**src/rtl/vga_sync_rx.sv**
```systemverilog
// VGA timing receiver: recovers line/frame timing, pixel coordinates and a lock/err status from sync pins.
// Latency: pixel pins to pix_valid 2 clocks, vsync fall to frame_start 2 clocks; no backpressure, runs at the pixel rate.
module vga_sync_rx #(
  parameter int H_TOTAL     = 800,
  parameter int V_TOTAL     = 525,
  parameter int H_ACTIVE    = 640,
  parameter int V_ACTIVE    = 480,
  parameter int LOCK_FRAMES = 2
) (
  input  logic        clk,
  input  logic        rst,
  input  logic        hsync,
  input  logic        vsync,
  input  logic        blank_b,
  input  logic [7:0]  r,
  input  logic [7:0]  g,
  input  logic [7:0]  b,
  output logic        pix_valid,
  output logic [9:0]  pix_x,
  output logic [9:0]  pix_y,
  output logic [23:0] pix_rgb,
  output logic        frame_start,
  output logic [9:0]  line_len,
  output logic [9:0]  frame_lines,
  output logic        locked,
  output logic        err
);

  localparam logic [1:0] ST_SEARCH  = 2'd0;
  localparam logic [1:0] ST_WAIT_VS = 2'd1;
  localparam logic [1:0] ST_TRACK   = 2'd2;
  localparam logic [1:0] ST_LOCKED  = 2'd3;

  localparam logic [9:0] CNT_MAX = 10'h3FF;
  localparam logic [9:0] H_TOT   = 10'(H_TOTAL);
  localparam logic [9:0] V_TOT   = 10'(V_TOTAL);
  localparam logic [9:0] H_ACT   = 10'(H_ACTIVE);
  localparam logic [9:0] V_ACT   = 10'(V_ACTIVE);
  localparam logic [7:0] LOCK_N  = 8'(LOCK_FRAMES);

  logic        hs_q, vs_q, hs_d, vs_d;
  logic        blank_q;
  logic [23:0] rgb_q;
  logic        hs_fall, vs_fall;

  logic [9:0]  hcnt, vcnt;
  logic [9:0]  x_cnt, y_cnt;
  logic        line_act;
  logic [9:0]  len_new, lines_new;

  logic [1:0]  state;
  logic [7:0]  good_cnt;
  logic [7:0]  good_nxt;
  logic        line_bad;
  logic        len_bad;
  logic        frame_ok;
  logic        lock_fault;

  // Sync copies reset high so releasing reset never looks like a falling edge.
  always_ff @(posedge clk or negedge rst) begin
    if (!rst) begin
      hs_q    <= 1'b1;
      vs_q    <= 1'b1;
      hs_d    <= 1'b1;
      vs_d    <= 1'b1;
      blank_q <= 1'b0;
      rgb_q   <= 24'h0;
    end else begin
      hs_q    <= hsync;
      vs_q    <= vsync;
      hs_d    <= hs_q;
      vs_d    <= vs_q;
      blank_q <= blank_b;
      rgb_q   <= {r, g, b};
    end
  end

  assign hs_fall = hs_d & ~hs_q;
  assign vs_fall = vs_d & ~vs_q;

  assign len_new   = (hcnt == CNT_MAX) ? CNT_MAX : hcnt + 10'd1;
  // A coinciding hsync closes the last line of the ending frame, so it is counted before the snapshot.
  assign lines_new = !hs_fall ? vcnt : ((vcnt == CNT_MAX) ? CNT_MAX : vcnt + 10'd1);

  always_ff @(posedge clk or negedge rst) begin
    if (!rst) begin
      hcnt     <= 10'd0;
      line_len <= 10'd0;
    end else if (hs_fall) begin
      hcnt     <= 10'd0;
      line_len <= len_new;
    end else if (hcnt != CNT_MAX) begin
      hcnt     <= hcnt + 10'd1;
    end
  end

  always_ff @(posedge clk or negedge rst) begin
    if (!rst) begin
      vcnt        <= 10'd0;
      frame_lines <= 10'd0;
    end else if (vs_fall) begin
      vcnt        <= 10'd0;
      frame_lines <= lines_new;
    end else if (hs_fall && vcnt != CNT_MAX) begin
      vcnt        <= vcnt + 10'd1;
    end
  end

  always_ff @(posedge clk or negedge rst) begin
    if (!rst) begin
      x_cnt    <= 10'd0;
      y_cnt    <= 10'd0;
      line_act <= 1'b0;
    end else begin
      if (hs_fall) begin
        x_cnt <= 10'd0;
      end else if (blank_q && x_cnt != CNT_MAX) begin
        x_cnt <= x_cnt + 10'd1;
      end

      if (hs_fall) begin
        line_act <= 1'b0;
      end else if (blank_q) begin
        line_act <= 1'b1;
      end

      if (vs_fall) begin
        y_cnt <= 10'd0;
      end else if (hs_fall && line_act && y_cnt != CNT_MAX) begin
        y_cnt <= y_cnt + 10'd1;
      end
    end
  end

  always_ff @(posedge clk or negedge rst) begin
    if (!rst) begin
      pix_valid   <= 1'b0;
      pix_x       <= 10'd0;
      pix_y       <= 10'd0;
      pix_rgb     <= 24'h0;
      frame_start <= 1'b0;
    end else begin
      pix_valid   <= blank_q;
      frame_start <= vs_fall;
      if (blank_q) begin
        pix_x   <= x_cnt;
        pix_y   <= y_cnt;
        pix_rgb <= rgb_q;
      end
    end
  end

  assign len_bad  = hs_fall && (len_new != H_TOT);
  assign frame_ok = !line_bad && !len_bad && (lines_new == V_TOT);
  assign good_nxt = good_cnt + 8'd1;
  // Pixel/line counts are compared as counts, so a full active line (count == H_ACTIVE) is legal.
  assign lock_fault = len_bad || (vs_fall && lines_new != V_TOT) ||
                      (x_cnt > H_ACT) || (y_cnt > V_ACT);

  always_ff @(posedge clk or negedge rst) begin
    if (!rst) begin
      line_bad <= 1'b0;
    end else if (vs_fall) begin
      line_bad <= 1'b0;
    end else if (len_bad) begin
      line_bad <= 1'b1;
    end
  end

  always_ff @(posedge clk or negedge rst) begin
    if (!rst) begin
      state    <= ST_SEARCH;
      good_cnt <= 8'd0;
      err      <= 1'b0;
    end else begin
      case (state)
        ST_SEARCH: begin
          good_cnt <= 8'd0;
          if (hs_fall) begin
            state <= vs_fall ? ST_TRACK : ST_WAIT_VS;
          end
        end
        ST_WAIT_VS: begin
          good_cnt <= 8'd0;
          if (vs_fall) begin
            state <= ST_TRACK;
          end
        end
        ST_TRACK: begin
          if (vs_fall) begin
            if (!frame_ok) begin
              good_cnt <= 8'd0;
            end else if (good_nxt >= LOCK_N) begin
              good_cnt <= 8'd0;
              state    <= ST_LOCKED;
            end else begin
              good_cnt <= good_nxt;
            end
          end
        end
        ST_LOCKED: begin
          if (lock_fault) begin
            err   <= 1'b1;
            state <= ST_SEARCH;
          end
        end
        default: state <= ST_SEARCH;
      endcase
    end
  end

  assign locked = (state == ST_LOCKED);

endmodule

```
**config.mk**
```make
export PLATFORM = sky130hd
export DESIGN_NAME = vga_sync_rx
export DESIGN_NICKNAME = d
export VERILOG_FILES = /design/src/rtl/vga_sync_rx.sv
export SDC_FILE = /design/constraint.sdc
export NUM_CORES = 1
export LEC_CHECK = 0
export BUFFER_PORTS_ARGS = -buffer_cell sky130_fd_sc_hd__buf_2
export CORE_ASPECT_RATIO = 0.75
export CORE_MARGIN = 1
export CORE_UTILIZATION = 50
export DETAILED_ROUTE_END_ITERATION = 10
export GPL_TIMING_DRIVEN = 0
export PLACE_DENSITY = 0.83
export SLEW_MARGIN = 20
export SYNTH_ARGS = -nofsm -noshare
export SYNTH_HDL_FRONTEND = slang
export SYNTH_SLANG_ARGS = --single-unit
```
**constraint.sdc**
```tcl
create_clock -name clk -period 4.4 [get_ports clk]
set_input_delay 0.66 -clock clk [delete_from_list [all_inputs] [get_ports clk]]
set_output_delay 0.66 -clock clk [all_outputs]
set_load 0.005 [all_outputs]
```
==> report_table.html <==
<table>
<tr><th>Metric</th><th>Value</th></tr>
<tr><th colspan="2">Detailed routing</th></tr>
<tr><td>Antenna Violating Nets Remaining</td><td>0</td></tr>
<tr><td>Number of detailed-route iterations in the first pass</td><td>5</td></tr>
<tr><td>Routed wirelength normalized by instance count</td><td>16.3 um</td></tr>
<tr><td>Violation count after the first detailed-routing iteration</td><td>roughly 360</td></tr>
<tr><td>Via count</td><td>4,434</td></tr>
<tr><td>DR vias/cell</td><td>roughly 5.4</td></tr>
<tr><td>Total DRC errors in the routed layout</td><td>0</td></tr>
<tr><td>Final wirelength</td><td>13,400 um</td></tr>
<tr><th colspan="2">Power and ir drop</th></tr>
<tr><td>Sequential Power Share</td><td>0.439</td></tr>
<tr><td>Clock group share of total power</td><td>0.420</td></tr>
<tr><td>Net switching component of the power</td><td>roughly 1 mW</td></tr>
<tr><td>Pleak</td><td>3.57 nW</td></tr>
<tr><td>Combinational fraction of design power</td><td>0.141</td></tr>
<tr><td>PnR Total Power</td><td>3.56 mW</td></tr>
<tr><td>Max rail drop VDD</td><td>0.000313 V</td></tr>
<tr><td>Internal portion of total power</td><td>around 2.6 mW</td></tr>
<tr><td>Switching share of power</td><td>0.280</td></tr>
<tr><td>Pwr Density</td><td>around 470 mW/mm2</td></tr>
<tr><th colspan="2">Global route</th></tr>
<tr><td>Global-route total usage across every layer</td><td>0.218</td></tr>
<tr><td>Wire length of the first global-routing pass</td><td>~22,000 um</td></tr>
<tr><td>Largest net degree at the start of global routing</td><td>94</td></tr>
<tr><td>Initial antenna violation count</td><td>0</td></tr>
<tr><td>Global route overflow</td><td>0</td></tr>
<tr><td>Vias in the first global route</td><td>4,473</td></tr>
<tr><th colspan="2">Final layout</th></tr>
<tr><td>Final core occ</td><td>0.620</td></tr>
<tr><td>Area of all placed cells without fillers</td><td>about 0.0076 mm2</td></tr>
<tr><td>Final nets</td><td>roughly 680</td></tr>
<tr><td>Final standard cell count with taps included and fillers excluded</td><td>820</td></tr>
<tr><td>Share of cells above drive strength 1</td><td>0.317</td></tr>
<tr><td>ANT cells</td><td>0</td></tr>
<tr><td>Area Overhead vs Synth</td><td>21.4%</td></tr>
<tr><th colspan="2">Clocking</th></tr>
<tr><td>Clk root buf</td><td>clkbuf_16</td></tr>
<tr><td>Total of cells resized after clock tree synthesis</td><td>0</td></tr>
<tr><td>Clock tree from TritonCTS</td><td>done</td></tr>
<tr><td>Setup Buffers After CTS</td><td>0</td></tr>
<tr><td>Maximum buffer depth of the clock tree</td><td>2</td></tr>
<tr><td>Clock-pin slew on the worst setup and hold paths</td><td>about 70 ps</td></tr>
<tr><td>Later-pin clock latency in the skew report</td><td>420 ps</td></tr>
<tr><td>Number of clock sinks</td><td>148</td></tr>
<tr><td>Number of H-tree branching levels</td><td>4</td></tr>
<tr><td>Quantity of hold-fixing buffers added after cts</td><td>0</td></tr>
<tr><td>Total clock buffers created by CTS</td><td>17</td></tr>
<tr><th colspan="2">Logic synthesis</th></tr>
<tr><td>Dominant cell by count in the synthesized netlist</td><td>dfrtp_1</td></tr>
<tr><td>Most used DFF post-synth</td><td>dfrtp_1</td></tr>
<tr><td>Area leader, netlist</td><td>dfrtp_1</td></tr>
<tr><td>Fraction of registers with async set/reset</td><td>1.00</td></tr>
<tr><td>Proportion of synthesized chip area in sequential cells</td><td>0.592</td></tr>
<tr><td>Area share of the leading cell type in the synthesized netlist</td><td>0.575</td></tr>
<tr><td>Cell area after synthesis</td><td>0.00626 mm2</td></tr>
<tr><td>Avg Cell Area, Syn</td><td>11.9 um2</td></tr>
<tr><td>Largest cells by area after synthesis</td><td>dfrtp_1 58%, mux2_2 8.3%, nor2_1 3.7%, ha_1 2.8%, nand2_1 2.4%</td></tr>
<tr><td>Yosys warning count</td><td>0</td></tr>
<tr><td>Ranking of synthesized cells by instance count</td><td>144 x dfrtp_1, 62 x nor2_1, 46 x mux2_2</td></tr>
<tr><td>Flip-flop and latch count after synthesis</td><td>148</td></tr>
<tr><td>Number of standard cells after synthesis</td><td>525</td></tr>
<tr><td>Post-synthesis cell type count</td><td>61</td></tr>
<tr><td>Number of enable flip-flop cells after synthesis</td><td>0</td></tr>
<tr><td>Syn Nets</td><td>568</td></tr>
<tr><th colspan="2">Floorplanning</th></tr>
<tr><td>Placeable core region</td><td>0.0123 mm2</td></tr>
<tr><td>Vert. Die Dim</td><td>98.9 um</td></tr>
<tr><td>Number of rows created at floorplan</td><td>35</td></tr>
<tr><td>Die extent in x</td><td>131 um</td></tr>
<tr><td>Starting Density</td><td>0.511</td></tr>
<tr><td>Area of the die</td><td>0.0130 mm2</td></tr>
<tr><td>Top-level I/O count</td><td>97</td></tr>
<tr><th colspan="2">Timing</th></tr>
<tr><td>Final Critical Period</td><td>around 2800 ps</td></tr>
<tr><td>Hold slack</td><td>around 140 ps</td></tr>
<tr><td>Setup TNS Final</td><td>0 ps</td></tr>
<tr><td>Final critical-path setup slack</td><td>1640 ps</td></tr>
<tr><td>Highest Clock Rate</td><td>362 MHz</td></tr>
<tr><td>Max Clock Skew</td><td>9.48 ps</td></tr>
<tr><td>RSZ-0062 raised after global routing</td><td>false</td></tr>
<tr><td>Worst relative slew slack</td><td>0.412</td></tr>
<tr><td>Max-slew violation count</td><td>0</td></tr>
<tr><td>Final hold violations</td><td>0</td></tr>
<tr><td>Period utilization</td><td>0.628</td></tr>
<tr><td>Worst Tran Pin Value</td><td>between 800 and 900 ps</td></tr>
<tr><td>Total of endpoints with negative setup slack in the final report</td><td>0</td></tr>
<tr><th colspan="2">Placed design</th></tr>
<tr><td>Number of buffers inserted by port buffering</td><td>96</td></tr>
<tr><td>Post-place instance area</td><td>between 0.006 and 0.007 mm2</td></tr>
<tr><td>Post-placement setup slack</td><td>1670 ps</td></tr>
<tr><td>Post-Place Cells</td><td>788</td></tr>
<tr><td>Post-detailed-placement half-perimeter wirelength</td><td>9030 um</td></tr>
<tr><td>Final GP Congestion</td><td>0.878</td></tr>
<tr><th colspan="2">Status</th></tr>
<tr><td>Run status</td><td>completed</td></tr>
<tr><th colspan="2">Critical path</th></tr>
<tr><td>Maximum fanout encountered on the critical timing path</td><td>6</td></tr>
<tr><td>Critical path startpoint category</td><td>register</td></tr>
<tr><td>Critical path capture point type</td><td>register</td></tr>
<tr><td>Endpoint required time on the critical path</td><td>4740 ps</td></tr>
<tr><td>CP arrival</td><td>3110 ps</td></tr>
<tr><td>Type of the setup path with the least slack</td><td>reg -&gt; reg</td></tr>
<tr><th colspan="2">Hold path</th></tr>
<tr><td>Hold Crit Class</td><td>in -&gt; async</td></tr>
<tr><th colspan="2">Run</th></tr>
<tr><td>Reported max-cap violation count</td><td>0</td></tr>
</table>
cell usage in the layout (no fill, tap or decap), types with 12 or more instances in the layout:
cell type and instances:
dfrtp_1 144, buf_2 98, nor2_1 62, mux2_2 46, nand2_1 40, o21ai_0 28, inv_1 17, nand3_1 17
clkbuf_16 17, ha_1 14, xnor2_1 12
sequential cells by signal, indices dropped and copies added (netlist names):
name         count
pix_valid        1
frame_lines     10
hcnt            10
vs_q             1
frame_start      1
state            2
pix_y           10
vs_d             1
line_len        10
pix_x           10
blank_q          1
rgb_q           24
line_act         1
hs_d             1
err              1
line_bad         1
vcnt            10
hs_q             1
pix_rgb         24
y_cnt           10
x_cnt           10
good_cnt         8
path summary, 6_finish.rpt:
check / from / end / slack [ps] / cells after the start
min in group clk: vsync / vs_q / 330 / 1
hold / removal: rst / pix_rgb[5] / 140 / 1
setup / recovery: vcnt[1] / state[0] / 1640 / 9
max in group asynchronous: rst / vs_q / 3450 / 2
hold reg to reg: blank_q / pix_valid / 380 / 0
setup reg to reg: vcnt[1] / state[0] / 1640 / 9
power groups by stage:
stage | combinational [mW] | sequential, mW | clock, mW
floorplan | 0.319 | 1.58 | 0
global route | 0.564 | 1.58 | 1.59
finish | 0.503 | 1.56 | 1.50
CTS | 0.507 | 1.56 | 1.51
detailed placement | 0.501 | 1.59 | 0
global placement | 0.476 | 1.58 | 0
worst max-delay path, cell delays in order (launching register included):
cell and delay (ps):
dfrtp_1 470, ha_1 410, nand3_2 210, nor4_2 280
mux2_2 390, a211oi_2 260, a21o_2 200, a21oi_2 60
o21ai_2 210, mux2i_1 200
routing by layer:
metal | part of all wire | routed length, um | up-vias | global-route usage
met1 | 0.44 | 5850 | 2240 | 0.282
met4 | 0.014 | 182 | 0 | 0.0860
met5 | 0 | 0 | - | 0
met3 | 0.041 | 550 | 17 | 0.0525
li1 | - | - | 2060 | -
met2 | 0.51 | 6790 | 117 | 0.358
layout make-up:
| class | count | area, um2 |
|---|---|---|
| Tap cell | 166 | 208 |
| Clock inverter | 15 | 186 |
| Clock buffer | 17 | 425 |
| Fill cell | 922 | 4660 |
| Multi-Input combinational cell | 342 | 2410 |
| Sequential cell | 148 | 3710 |
| Inverter | 17 | 63.8 |
| Timing Repair Buffer | 97 | 518 |
| Buffer | 18 | 82.6 |
cells by family (layout without fill, tap and decap cells):
kind of cell | Yosys count | after routing | share of synthesized area
adder cells (fa/ha/maj) | 14 | 14 | 0.0280
AO/OA/AOI/OAI | 72 | 72 | 0.0839
flip-flops | 148 | 148 | 0.592
AND/OR/NAND/NOR | 178 | 178 | 0.143
multiplexers | 56 | 56 | 0.0987
XOR/XNOR | 22 | 22 | 0.0308
buffers and inverters | 35 | 164 | 0.0234
Power figures use the tool's default switching activity.
